## src/rtl/snax_simbacore_csr_pkg.sv

```systemverilog
// Shared types and default address map for the SimbaCore CSR manager.
package snax_simbacore_csr_pkg;

  localparam int unsigned DefRWCount   = 7;
  localparam int unsigned DefROCount   = 4;
  localparam int unsigned DefDataWidth = 32;
  localparam int unsigned DefAddrWidth = 32;

  typedef enum logic {
    IDLE,
    LAUNCH
  } csr_state_e;

  // Word offsets for the default configuration; the manager re-derives them from its parameters.
  typedef enum int unsigned {
    CfgBase   = 0,
    StartAddr = DefRWCount - 1,
    RoBase    = DefRWCount,
    PerfBase  = DefRWCount + DefROCount
  } csr_addr_e;

  typedef enum int unsigned {
    RegMode   = 0,
    RegSeqLen = 1,
    RegDModel = 2,
    RegDtRank = 3,
    RegDInner = 4,
    RegDFinal = 5
  } cfg_reg_e;

endpackage

```

## src/rtl/snax_simbacore_csr_rsp_slot.sv

```systemverilog
// Single-entry valid/ready holding register for CSR read responses.
module snax_simbacore_csr_rsp_slot #(
  parameter int unsigned DataWidth = 32
) (
  input  logic                 clk_i,
  input  logic                 rst_ni,
  input  logic                 push,
  input  logic [DataWidth-1:0] push_data,
  output logic                 valid,
  output logic [DataWidth-1:0] data,
  input  logic                 ready
);

  // The owner only pushes when the slot is empty or draining this cycle.
  always_ff @(posedge clk_i) begin
    if (!rst_ni) begin
      valid <= 1'b0;
      data  <= '0;
    end else if (push) begin
      valid <= 1'b1;
      data  <= push_data;
    end else if (ready) begin
      valid <= 1'b0;
    end
  end

endmodule

```

## src/rtl/snax_simbacore_csr_manager.sv

```systemverilog
// Core-facing CSR front end for SimbaCore: double-buffered config shadows and launch handshake.
// Optional perf counters (launches, launch stall cycles) with SNAX_SIMBACORE_CSR_PERF_EN.
module snax_simbacore_csr_manager
  import snax_simbacore_csr_pkg::*;
#(
  parameter int unsigned RegRWCount   = DefRWCount,
  parameter int unsigned RegROCount   = DefROCount,
  parameter int unsigned RegDataWidth = DefDataWidth,
  parameter int unsigned RegAddrWidth = DefAddrWidth
) (
  input  logic                                    clk_i,
  input  logic                                    rst_ni,
  input  logic [RegAddrWidth-1:0]                 csr_req_addr_i,
  input  logic [RegDataWidth-1:0]                 csr_req_data_i,
  input  logic                                    csr_req_write_i,
  input  logic                                    csr_req_valid_i,
  output logic                                    csr_req_ready_o,
  output logic [RegDataWidth-1:0]                 csr_rsp_data_o,
  output logic                                    csr_rsp_valid_o,
  input  logic                                    csr_rsp_ready_i,
  output logic [RegRWCount-1:0][RegDataWidth-1:0] csr_reg_set_o,
  output logic                                    csr_reg_set_valid_o,
  input  logic                                    csr_reg_set_ready_i,
  input  logic [RegROCount-1:0][RegDataWidth-1:0] csr_reg_ro_set_i
);

  localparam logic [RegAddrWidth-1:0] StartA = RegAddrWidth'(RegRWCount - 1);
  localparam logic [RegAddrWidth-1:0] RoA    = RegAddrWidth'(RegRWCount);
  localparam logic [RegAddrWidth-1:0] PerfA  = RegAddrWidth'(RegRWCount + RegROCount);

  csr_state_e state_q, state_d;
  logic [RegRWCount-2:0][RegDataWidth-1:0] shadow_q;
  logic [RegRWCount-1:0][RegDataWidth-1:0] launch_q;
  logic [RegDataWidth-1:0] rd_data;
  logic is_start, start_wr, accept, launch_go, handshake;

  assign is_start  = (csr_req_addr_i == StartA);
  assign start_wr  = csr_req_write_i && is_start;
  assign handshake = csr_reg_set_valid_o && csr_reg_set_ready_i;

  // A start during LAUNCH waits, so the launched set never changes under valid.
  assign csr_req_ready_o = !(csr_rsp_valid_o && !csr_rsp_ready_i) &&
                           !(start_wr && (state_q == LAUNCH));
  assign accept          = csr_req_valid_i && csr_req_ready_o;

  always_ff @(posedge clk_i) begin
    if (!rst_ni) state_q <= IDLE;
    else         state_q <= state_d;
  end

  always_comb begin
    state_d   = state_q;
    launch_go = 1'b0;
    case (state_q)
      IDLE: if (accept && start_wr && csr_req_data_i[0]) begin
        state_d   = LAUNCH;
        launch_go = 1'b1;
      end
      LAUNCH: if (csr_reg_set_ready_i) state_d = IDLE;
      default: state_d = IDLE;
    endcase
  end

  always_ff @(posedge clk_i) begin
    if (!rst_ni) begin
      shadow_q <= '0;
      launch_q <= '0;
    end else begin
      for (int i = 0; i < int'(RegRWCount) - 1; i++)
        if (accept && csr_req_write_i && csr_req_addr_i == RegAddrWidth'(i))
          shadow_q[i] <= csr_req_data_i;
      if (launch_go) begin
        for (int i = 0; i < int'(RegRWCount) - 1; i++) launch_q[i] <= shadow_q[i];
        launch_q[RegRWCount-1] <= csr_req_data_i;
      end
    end
  end

  assign csr_reg_set_o       = launch_q;
  assign csr_reg_set_valid_o = (state_q == LAUNCH);

`ifdef SNAX_SIMBACORE_CSR_PERF_EN
  logic [31:0] launch_cnt_q, stall_cnt_q;

  always_ff @(posedge clk_i) begin
    if (!rst_ni) begin
      launch_cnt_q <= '0;
      stall_cnt_q  <= '0;
    end else begin
      if (handshake) launch_cnt_q <= launch_cnt_q + 32'd1;
      if (csr_reg_set_valid_o && !csr_reg_set_ready_i) stall_cnt_q <= stall_cnt_q + 32'd1;
    end
  end
`else
  logic unused_handshake;
  assign unused_handshake = handshake;
`endif

  always_comb begin
    rd_data = '0;
    for (int i = 0; i < int'(RegRWCount) - 1; i++)
      if (csr_req_addr_i == RegAddrWidth'(i)) rd_data = shadow_q[i];
    if (is_start) rd_data = launch_q[RegRWCount-1];
    for (int i = 0; i < int'(RegROCount); i++)
      if (csr_req_addr_i == RoA + RegAddrWidth'(i)) rd_data = csr_reg_ro_set_i[i];
`ifdef SNAX_SIMBACORE_CSR_PERF_EN
    if (csr_req_addr_i == PerfA)                   rd_data = RegDataWidth'(launch_cnt_q);
    if (csr_req_addr_i == PerfA + RegAddrWidth'(1)) rd_data = RegDataWidth'(stall_cnt_q);
`else
    if (csr_req_addr_i == PerfA) rd_data = '0;
`endif
  end

  snax_simbacore_csr_rsp_slot #(
    .DataWidth(RegDataWidth)
  ) i_rsp_slot (
    .clk_i    (clk_i),
    .rst_ni   (rst_ni),
    .push     (accept && !csr_req_write_i),
    .push_data(rd_data),
    .valid    (csr_rsp_valid_o),
    .data     (csr_rsp_data_o),
    .ready    (csr_rsp_ready_i)
  );

endmodule

```

## config.mk

```make
export PLATFORM = sky130hd
export DESIGN_NAME = snax_simbacore_csr_manager
export DESIGN_NICKNAME = d
export VERILOG_FILES = /design/src/rtl/snax_simbacore_csr_pkg.sv /design/src/rtl/snax_simbacore_csr_rsp_slot.sv /design/src/rtl/snax_simbacore_csr_manager.sv
export SDC_FILE = /design/constraint.sdc
export NUM_CORES = 1
export LEC_CHECK = 0
export CAP_MARGIN = 25
export CORE_MARGIN = 3
export CORE_UTILIZATION = 45
export DETAILED_ROUTE_END_ITERATION = 10
export PLACE_DENSITY = 0.76
export SKIP_LAST_GASP = 1
export SYNTH_ARGS = -nofsm -noshare
export SYNTH_HDL_FRONTEND = slang
export SYNTH_SLANG_ARGS = --single-unit
```

## constraint.sdc

```tcl
create_clock -name clk_i -period 2.65 [get_ports clk_i]
set_input_delay 0.265 -clock clk_i [delete_from_list [all_inputs] [get_ports clk_i]]
set_output_delay 0.265 -clock clk_i [all_outputs]
set_load 0.01 [all_outputs]
```

==> results of run 1 <==
cell families (layout without fill, tap and decap cells):
kind of cell / after synthesis / after routing
AOI/OAI and AO/OA: 655 / 655
DFF: 450 / 450
buffers and inverters: 201 / 677
other: 0 / 5
and+or+nand+nor: 993 / 993
muxes: 64 / 64
placed cells by master (no fill, tap or decap), drive strengths merged, types with 8 or more instances in the layout:
| cell | n |
|---|---|
| a21o | 21 |
| a21oi | 429 |
| a221oi | 29 |
| a22o | 8 |
| a22oi | 23 |
| buf | 129 |
| clkbuf | 67 |
| clkdlybuf4s50 | 453 |
| clkinv | 16 |
| dfxtp | 450 |
| mux2i | 31 |
| mux4 | 27 |
| nand2 | 890 |
| nand3 | 8 |
| nor2 | 35 |
| nor2b | 10 |
| nor4 | 12 |
| o21ai | 62 |
| o221ai | 24 |
| o22ai | 25 |
worst max-delay path: cells and delay by family:
kind	cells	cell delay (ns)
compound gates	1	0.27
simple gates	3	0.76
buf+inv	3	0.74
area by class of cell:
class	count	share of cell area, %
Sequential cell	450	34.66
Clock inverter	22	0.6498
Inverter	5	0.1011
Antenna cell	5	0.04813
Timing Repair Buffer	583	22.75
Clock buffer	67	5.396
Multi-Input combinational cell	1712	33.88
Tap cell	525	2.527
per-layer routing:
| layer | up-vias | wire [µm] | global-route usage, % |
|---|---|---|---|
| li1 | 8915 | - | - |
| met1 | 9424 | 31820 | 45.41 |
| met2 | 1092 | 36780 | 56.30 |
| met3 | 175 | 7956 | 7.952 |
| met4 | 2 | 3555 | 13.53 |
| met5 | - | 13 | 0 |
what timing repair did:
item / CTS / global route
gates resized for setup: 1 / 1
pin swaps: 1 / 1
endpoints found under the setup margin: 1 / 1
state kept, by name, summed over array words and instances, names as in the netlist:
signal               flops
csr_reg_set_o          224
shadow_q               192
i_rsp_slot.data         32
csr_reg_set_valid_o      1
i_rsp_slot.valid         1
per-stage QoR:
| step | util, % | instances | TNS (ns) |
|---|---|---|---|
| CTS | 64.50 | 3364 | 0 |
| detailed placement | 60.59 | 3275 | -1.697 |
| finish | 64.54 | 3369 | 0 |
| global route | 64.52 | 3367 | 0 |
| global placement | 60.59 | 3275 | -0.1600 |
| floorplan | - | 2363 | 0 |
power by group:
group / internal, µW / switching [µW]
Sequential: 6760 / 0.372
Combinational: 436 / 525
Clock: 3810 / 2840
Total: 11000 / 3360
worst min path at each step:
stage | from | endpoint | slack, ns | cells past startpoint
floorplan | csr_req_data_i[28] | csr_reg_set_o[220] | 0.40 | 2
global placement | i_rsp_slot.data[16] | i_rsp_slot.data[16] | 0.44 | 2
detailed placement | csr_reg_set_o[177] | csr_reg_set_o[177] | 0.45 | 2
CTS | csr_req_addr_i[0] | i_rsp_slot.data[29] | 0.30 | 4
global route | csr_req_addr_i[0] | i_rsp_slot.data[29] | 0.34 | 4
finish | csr_req_addr_i[0] | i_rsp_slot.data[29] | 0.33 | 4
==> PnR_summary.wiki, run 1 <==
{| class="wikitable"
! Metric !! Value
|-
| DR pass1 iterations || 9
|-
| Placeable core region || 40280 µm²
|-
| Clock H-tree levels || 2
|-
| Synthesized-area fraction occupied by ao, oa, aoi and oai cells || roughly a fifth
|-
| Post CTS Setup Buffer Count || 0
|-
| Register area || 9009 µm²
|-
| Standard cell with the maximum stage delay on the critical path || sky130_fd_sc_hd__clkdlybuf4s50_1
|-
| Number of distinct library cells after synthesis || 59
|-
| Worst path required time || about 2.4 ns
|-
| Nets in the synthesized netlist || 2561
|-
| Category of the worst setup path launch point || primary input
|-
| Post-route DRC || 0
|-
| TritonCTS clock tree || built
|-
| Delay of the slowest cell on the worst path || 0.39 ns
|-
| Count of endpoints failing hold in the final timing report || 0
|-
| Initial antenna violation count || 5
|-
| Leading post-synthesis cells by instance count || sky130_fd_sc_hd__nand2_1, sky130_fd_sc_hd__dfxtp_1, sky130_fd_sc_hd__a21oi_1
|-
| RePlAce Congestion || between 0.9 and 1
|-
| Fmax || approximately 430 MHz
|-
| Die area || between 40000 and 50000 µm²
|-
| Share of the synthesized area in the top cell type || 48.40%
|-
| Simple-gate area share of the yosys netlist || between 20% and 30%
|-
| Combinational family with the most area after synthesis || simple AND/OR/NAND/NOR gates
|-
| Global-route wire length before repair || approximately 120 mm
|-
| Setup repair after global routing missed its margin || no
|-
| Max-slew headroom at the worst pin || about a fifth
|-
| Critical-path maximum fanout || 4
|-
| Maximum number of pins on one net before global-route repair || roughly 230
|-
| Total number of vias || ~20000
|-
| Pwr Total || 14370 µW
|-
| Antenna violation net count after detailed routing || 0
|-
| Synth area leader || sky130_fd_sc_hd__dfxtp_1
|-
| Xor/xnor share of the synthesized area || 0%
|-
| Filler cell count || roughly 3400
|-
| Port-buffer cells || 456
|-
| Sequential area share after synthesis || 48.40%
|-
| Origin of the critical flop-to-flop path || i_rsp_slot.valid
|-
| Top cells by area, synth || sky130_fd_sc_hd__dfxtp_1, sky130_fd_sc_hd__nand2_1, sky130_fd_sc_hd__a21oi_1
|-
| Class of the most critical setup path || in -> out
|-
| Worst path setup slack after routing || 0.3297 ns
|-
| Number of global-route vias before repair || 18759
|-
| Share of synthesized area spent on multiplexers || about 5.3%
|-
| Area of the mapped netlist || approximately 19000 µm²
|-
| GR Overflow Total || 0
|-
| Post-Layout Inst Area || roughly 26000 µm²
|-
| Final #Nets || approximately 3000
|-
| Asr flop ratio synth || 0%
|-
| Relative area change from synthesis to final layout || 39.65%
|-
| Total clock buffers created by CTS || between 40 and 50
|-
| Number of enable-type register cells in the synthesized netlist || 0
|-
| Critical path destination || csr_req_ready_o
|-
| Area share of fa/ha/maj cells after synthesis || 0%
|-
| # setup viols final || 0
|-
| Clock Latency Late Sink || ~0.57 ns
|-
| Initial drt markers || roughly 2200
|-
| Type of the worst min-delay path || in -> reg
|-
| Core Rows || 73
|-
| DPL Wire Length || between 50 and 60 mm
|-
| Chip Width || roughly 210 µm
|-
| Post-detailed-routing wire length || about 80 mm
|-
| Gate Count Post-Synth || about 2400
|-
| Max-cap violation count || 0
|-
| Count of pins over their slew limit || 0
|-
| Actual transition at the worst max-transition pin || between 1 and 1.5 ns
|-
| Final worst hold slack || between 0.3 and 0.4 ns
|-
| Starting Density || ~46%
|-
| Type of element capturing the critical path || primary output
|-
| Most numerous cell in the Yosys netlist || sky130_fd_sc_hd__nand2_1
|-
| Number of primary I/O pins || approximately 460
|-
| Worst clock skew || around 0.013 ns
|-
| Register bit count reported by yosys || 450
|-
| Syn. warnings || 0
|-
| Crit. Startpoint || csr_req_addr_i[21]
|-
| Cells traversed along the worst timing path || clkdlybuf4s50_1, nor4_1, buf_4, nand4_4, or2_4, o31a_1, dlymetal6s2s_1
|-
| Critical path arrival || a little over 2 ns
|-
| Length in cells of the worst reg-to-reg path || 8
|-
| CTS clk-pin slew, worst paths || ~0.060 ns
|-
| Pwr dens || roughly 550 nW/µm²
|-
| Clk root buf || sky130_fd_sc_hd__clkbuf_16
|-
| Largest voltage drop on the vdd net || between 0.4 and 0.5 mV
|-
| R2r setup slk || ~0.6 ns
|-
| Clock period minus worst slack || between 2 and 2.5 ns
|-
| Final Cycle Share || between 80 and 90%
|-
| Cell area after placement || 24410 µm²
|-
| Hold-fix buffers at CTS || 0
|-
| DIE HEIGHT || between 200 and 250 µm
|-
| Largest buffer count on any clock path || 3
|-
| Global routing usage summed across all routing layers || a little over a third
|-
| Run status || complete, no violations
|-
| Via density || ~5.8
|-
| Mean Syn Cell Area || approximately 7.9 µm²
|-
| Drt wl/cell || around 24 µm
|-
| Multi-input logic area || 8806 µm²
|-
| Static leakage || between 0.008 and 0.009 µW
|-
| Layout cells sized above 1 || 9.264%
|-
| Post-place setup slack || -0.05032 ns
|-
| Worst r2r dst || csr_reg_set_o[179]
|-
| Top_reg_cell synth || sky130_fd_sc_hd__dfxtp_1
|-
| Number of clock sinks seen by CTS || 450
|}
Note: power is estimated with default switching activity, not from simulation.
==> run 2, diff against run 1 <==
--- a/config.mk
+++ b/config.mk
@@ -9,6 +9,7 @@
 export CORE_MARGIN = 3
 export CORE_UTILIZATION = 45
 export DETAILED_ROUTE_END_ITERATION = 10
+export GPL_TIMING_DRIVEN = 0
 export PLACE_DENSITY = 0.76
 export SKIP_LAST_GASP = 1
 export SYNTH_ARGS = -nofsm -noshare
==> run 2 against run 1 <==
Critical path depth is the same. Sequential cell count is the same. Non-clock buffer count grew 76. Critical endpoint unchanged. Hold slack gained 0.022 ns. Register-to-register slack lost 0.43 ns. Sequential power is essentially flat. Core utilization shrank 0.91 points. First-iteration DRC count grew 15%.
==> PnR_summary.wiki, run 2 (same netlist as run 1, synthesis figures left out) <==
{| class="wikitable"
! Metric !! Value
|-
| Worst r2r dst || csr_reg_set_o[70] (was csr_reg_set_o[179])
|-
| Static leakage || 0.008659 µW (was 0.008843 µW)
|-
| Critical-path maximum fanout || 10 (was 4)
|-
| Routed length on met1 || 32.98 mm (was 31.82 mm)
|-
| Relative area change from synthesis to final layout || 37.68% (was 39.65%)
|-
| Largest voltage drop on the vdd net || 0.4894 mV (was 0.4628 mV)
|-
| Max-slew headroom at the worst pin || 38.70% (was 19.24%)
|-
| Length in cells of the worst reg-to-reg path || 10 (was 8)
|-
| TritonCTS clock tree || built (unchanged)
|-
| CTS clk-pin slew, worst paths || 0.06 ns (about the same)
|-
| Delay of the slowest cell on the worst path || 0.42 ns (was 0.39 ns)
|-
| Multi-input logic area || 8872 µm² (was 8806 µm²)
|-
| Worst hold path stage count || 3 (was 4)
|-
| Via density || 5.902 (was 5.820)
|-
| Global-route wire length before repair || 124.7 mm (was 118.7 mm)
|-
| Core Rows || 73 (unchanged)
|-
| Met3 routed WL || 9.171 mm (was 7.956 mm)
|-
| Pwr Total || 14380 µW (was 14370 µW)
|-
| DR pass1 iterations || 6 (was 9)
|-
| Worst path required time || 2.38 ns (about the same)
|-
| Type of element capturing the critical path || primary output (unchanged)
|-
| Cells traversed along the worst timing path || clkdlybuf4s50_1, nor4_2, nand4_4, or2_4, buf_6, o31a_1, dlygate4sd2_1 (was clkdlybuf4s50_1, nor4_1, buf_4, nand4_4, or2_4, o31a_1, dlymetal6s2s_1)
|-
| Max-cap violation count || 0 (unchanged)
|-
| Clock period minus worst slack || 2.608 ns (was 2.320 ns)
|-
| Drt wl/cell || 25.46 µm (was 23.78 µm)
|-
| Final Util || 63.62% (was 64.54%)
|-
| Register area || 9009 µm² (unchanged)
|-
| Initial drt markers || 2574 (was 2238)
|-
| Number of global-route vias before repair || 19119 (was 18759)
|-
| Max FFs per register || 224 (unchanged)
|-
| Clk root buf || sky130_fd_sc_hd__clkbuf_16 (unchanged)
|-
| Fmax || 383.4 MHz (was 431.0 MHz)
|-
| Actual transition at the worst max-transition pin || 0.9194 ns (was 1.211 ns)
|-
| GR Overflow Total || 0 (unchanged)
|-
| Chip Width || 209.4 µm (unchanged)
|-
| Critical path arrival || 2.34 ns (was 2.06 ns)
|-
| Clock Latency Late Sink || 0.58 ns (was 0.57 ns)
|-
| Cell count along the critical path || 7 (unchanged)
|-
| Class of the most critical setup path || in -> out (unchanged)
|-
| Run status || complete, no violations (unchanged)
|-
| Initial antenna violation count || 2 (was 5)
|-
| RePlAce Congestion || 1.013 (was 0.9586)
|-
| Setup repair after global routing missed its margin || no (unchanged)
|-
| Filler cell count || 3509 (was 3437)
|-
| Hold-fix buffers at CTS || 0 (unchanged)
|-
| Final Cycle Share || 98.43% (was 87.56%)
|-
| Post-detailed-routing wire length || 87.50 mm (was 80.13 mm)
|-
| Critical path buffer and inverter count || 3 (unchanged)
|-
| Top library cells by usage in the layout, fill and taps aside || sky130_fd_sc_hd__nand2_1, sky130_fd_sc_hd__clkdlybuf4s50_1, sky130_fd_sc_hd__dfxtp_1 (unchanged)
|-
| Layout cells sized above 1 || 7.840% (was 9.264%)
|-
| Category of the worst setup path launch point || primary input (unchanged)
|-
| Starting Density || 46.21% (unchanged)
|-
| Total number of vias || 20285 (was 19608)
|-
| Maximum number of pins on one net before global-route repair || 15 (was 231)
|-
| Most frequent standard cell in the layout excluding fill and tap cells || sky130_fd_sc_hd__nand2_1 (unchanged)
|-
| Critical path's top delay family || simple AND/OR/NAND/NOR gates (unchanged)
|-
| Pwr dens || 561.3 nW/µm² (was 553.0 nW/µm²)
|-
| Placeable core region || 40280 µm² (unchanged)
|-
| Count of endpoints failing hold in the final timing report || 0 (unchanged)
|-
| Number of clock sinks seen by CTS || 450 (unchanged)
|-
| Origin of the critical flop-to-flop path || i_rsp_slot.valid (unchanged)
|-
| Cell area after placement || 23870 µm² (was 24410 µm²)
|-
| Type of the worst min-delay path || in -> reg (unchanged)
|-
| Die area || 43840 µm² (unchanged)
|-
| Standard cell with the maximum stage delay on the critical path || sky130_fd_sc_hd__clkdlybuf4s50_1 (unchanged)
|-
| Antenna violation net count after detailed routing || 0 (unchanged)
|-
| Total clock buffers created by CTS || 47 (was 48)
|-
| Global routing usage summed across all routing layers || 37.61% (was 34.82%)
|-
| Final #Nets || 3073 (was 2998)
|-
| Post-route DRC || 0 (unchanged)
|-
| Worst hold path endpoint || csr_reg_set_valid_o (was i_rsp_slot.data[29])
|-
| Worst hold start || csr_reg_set_ready_i (was csr_req_addr_i[0])
|-
| Clock H-tree levels || 2 (unchanged)
|-
| Largest buffer count on any clock path || 3 (unchanged)
|-
| Number of primary I/O pins || 457 (unchanged)
|-
| # setup viols final || 0 (unchanged)
|-
| Met2 wire length || 40.74 mm (was 36.78 mm)
|-
| Worst path setup slack after routing || 0.04153 ns (was 0.3297 ns)
|-
| Count of pins over their slew limit || 0 (unchanged)
|-
| Top routing layer used || met4 (was met5)
|-
| DPL Wire Length || 68.40 mm (was 58.61 mm)
|-
| Post-place setup slack || -1.082 ns (was -0.05032 ns)
|-
| Post-Layout Inst Area || 25630 µm² (was 25990 µm²)
|-
| DIE HEIGHT || 209.4 µm (unchanged)
|-
| Worst clock skew || 0.02340 ns (was 0.01345 ns)
|-
| R2r setup slk || 0.17 ns (was 0.60 ns)
|-
| Port-buffer cells || 456 (unchanged)
|-
| Total Negative Setup Slacks || 0 ns (unchanged)
|}
## run 2: cell types whose count changed in the layout (fill, tap and decap cells not counted), moves of 3 or more
cell	before	now
sky130_fd_sc_hd__clkbuf_1	6	116
sky130_fd_sc_hd__buf_4	96	16
sky130_fd_sc_hd__buf_2	1	53
sky130_fd_sc_hd__buf_12	32	0
sky130_fd_sc_hd__clkbuf_2	0	18
sky130_fd_sc_hd__clkbuf_8	13	4
sky130_fd_sc_hd__clkbuf_4	0	7
sky130_fd_sc_hd__nor4_1	6	1
sky130_fd_sc_hd__clkinv_2	13	9
sky130_fd_sc_hd__bufinv_16	1	4
sky130_fd_sc_hd__nor4_2	2	5
## run 2: layer usage
layer	vias to the layer above	track usage, %
met2	1313	62.02
li1	9085	-
met3	247	7.623
met5	-	0
met1	9640	47.62
met4	0	17.21
## run 2: tightest hold or removal path: stages
cell,delay [ns]
sky130_fd_sc_hd__clkdlybuf4s50_1,0.45
sky130_fd_sc_hd__nand2b_1,0.10
sky130_fd_sc_hd__a21oi_1,0.06
## run 2: worst max path at each step
stage	startpoint	to	slack, ns
5_1_grt	csr_req_addr_i[20]	shadow_q[5]	0.006
3_3_place_gp	csr_req_addr_i[2]	csr_reg_set_o[116]	-1.21
6_report	csr_req_addr_i[20]	csr_req_ready_o	0.04
3_5_place_dp	csr_req_addr_i[2]	csr_reg_set_o[50]	-1.08
4_1_cts	csr_req_addr_i[14]	csr_req_ready_o	-0.06
2_1_floorplan	csr_req_addr_i[21]	i_rsp_slot.data[14]	0.44
## run 2: area by class of cell
| class | count | share of cell area [%] |
|---|---|---|
| Clock buffer | 63 | 5.063 |
| Inverter | 5 | 0.07323 |
| Multi-Input combinational cell | 1712 | 34.62 |
| Timing Repair Buffer | 465 | 18.13 |
| Clock inverter | 19 | 0.8739 |
| Antenna cell | 4 | 0.03906 |
| Tap cell | 525 | 2.563 |
| Buffer | 194 | 3.481 |
| Sequential cell | 450 | 35.15 |
## run 2: power breakdown
group	total, µW	internal [µW]	switching, µW
registers	6760	6760	0.415
logic	993	405	588
clock network	6630	3830	2790
total	14400	11000	3380
## run 2: what timing repair did
action,CTS,global route
setup buffers,2,4
setup endpoints to repair,195,264
pin swaps,4,4
resized for setup,27,53
## run 2: per-stage QoR
stage	std cells	hold slack, ns
6_report	3437	0.3509
4_1_cts	3429	0.3525
3_5_place_dp	3346	0.4476
5_1_grt	3435	0.3840
3_3_place_gp	3344	0.4430
2_1_floorplan	2363	0.4010
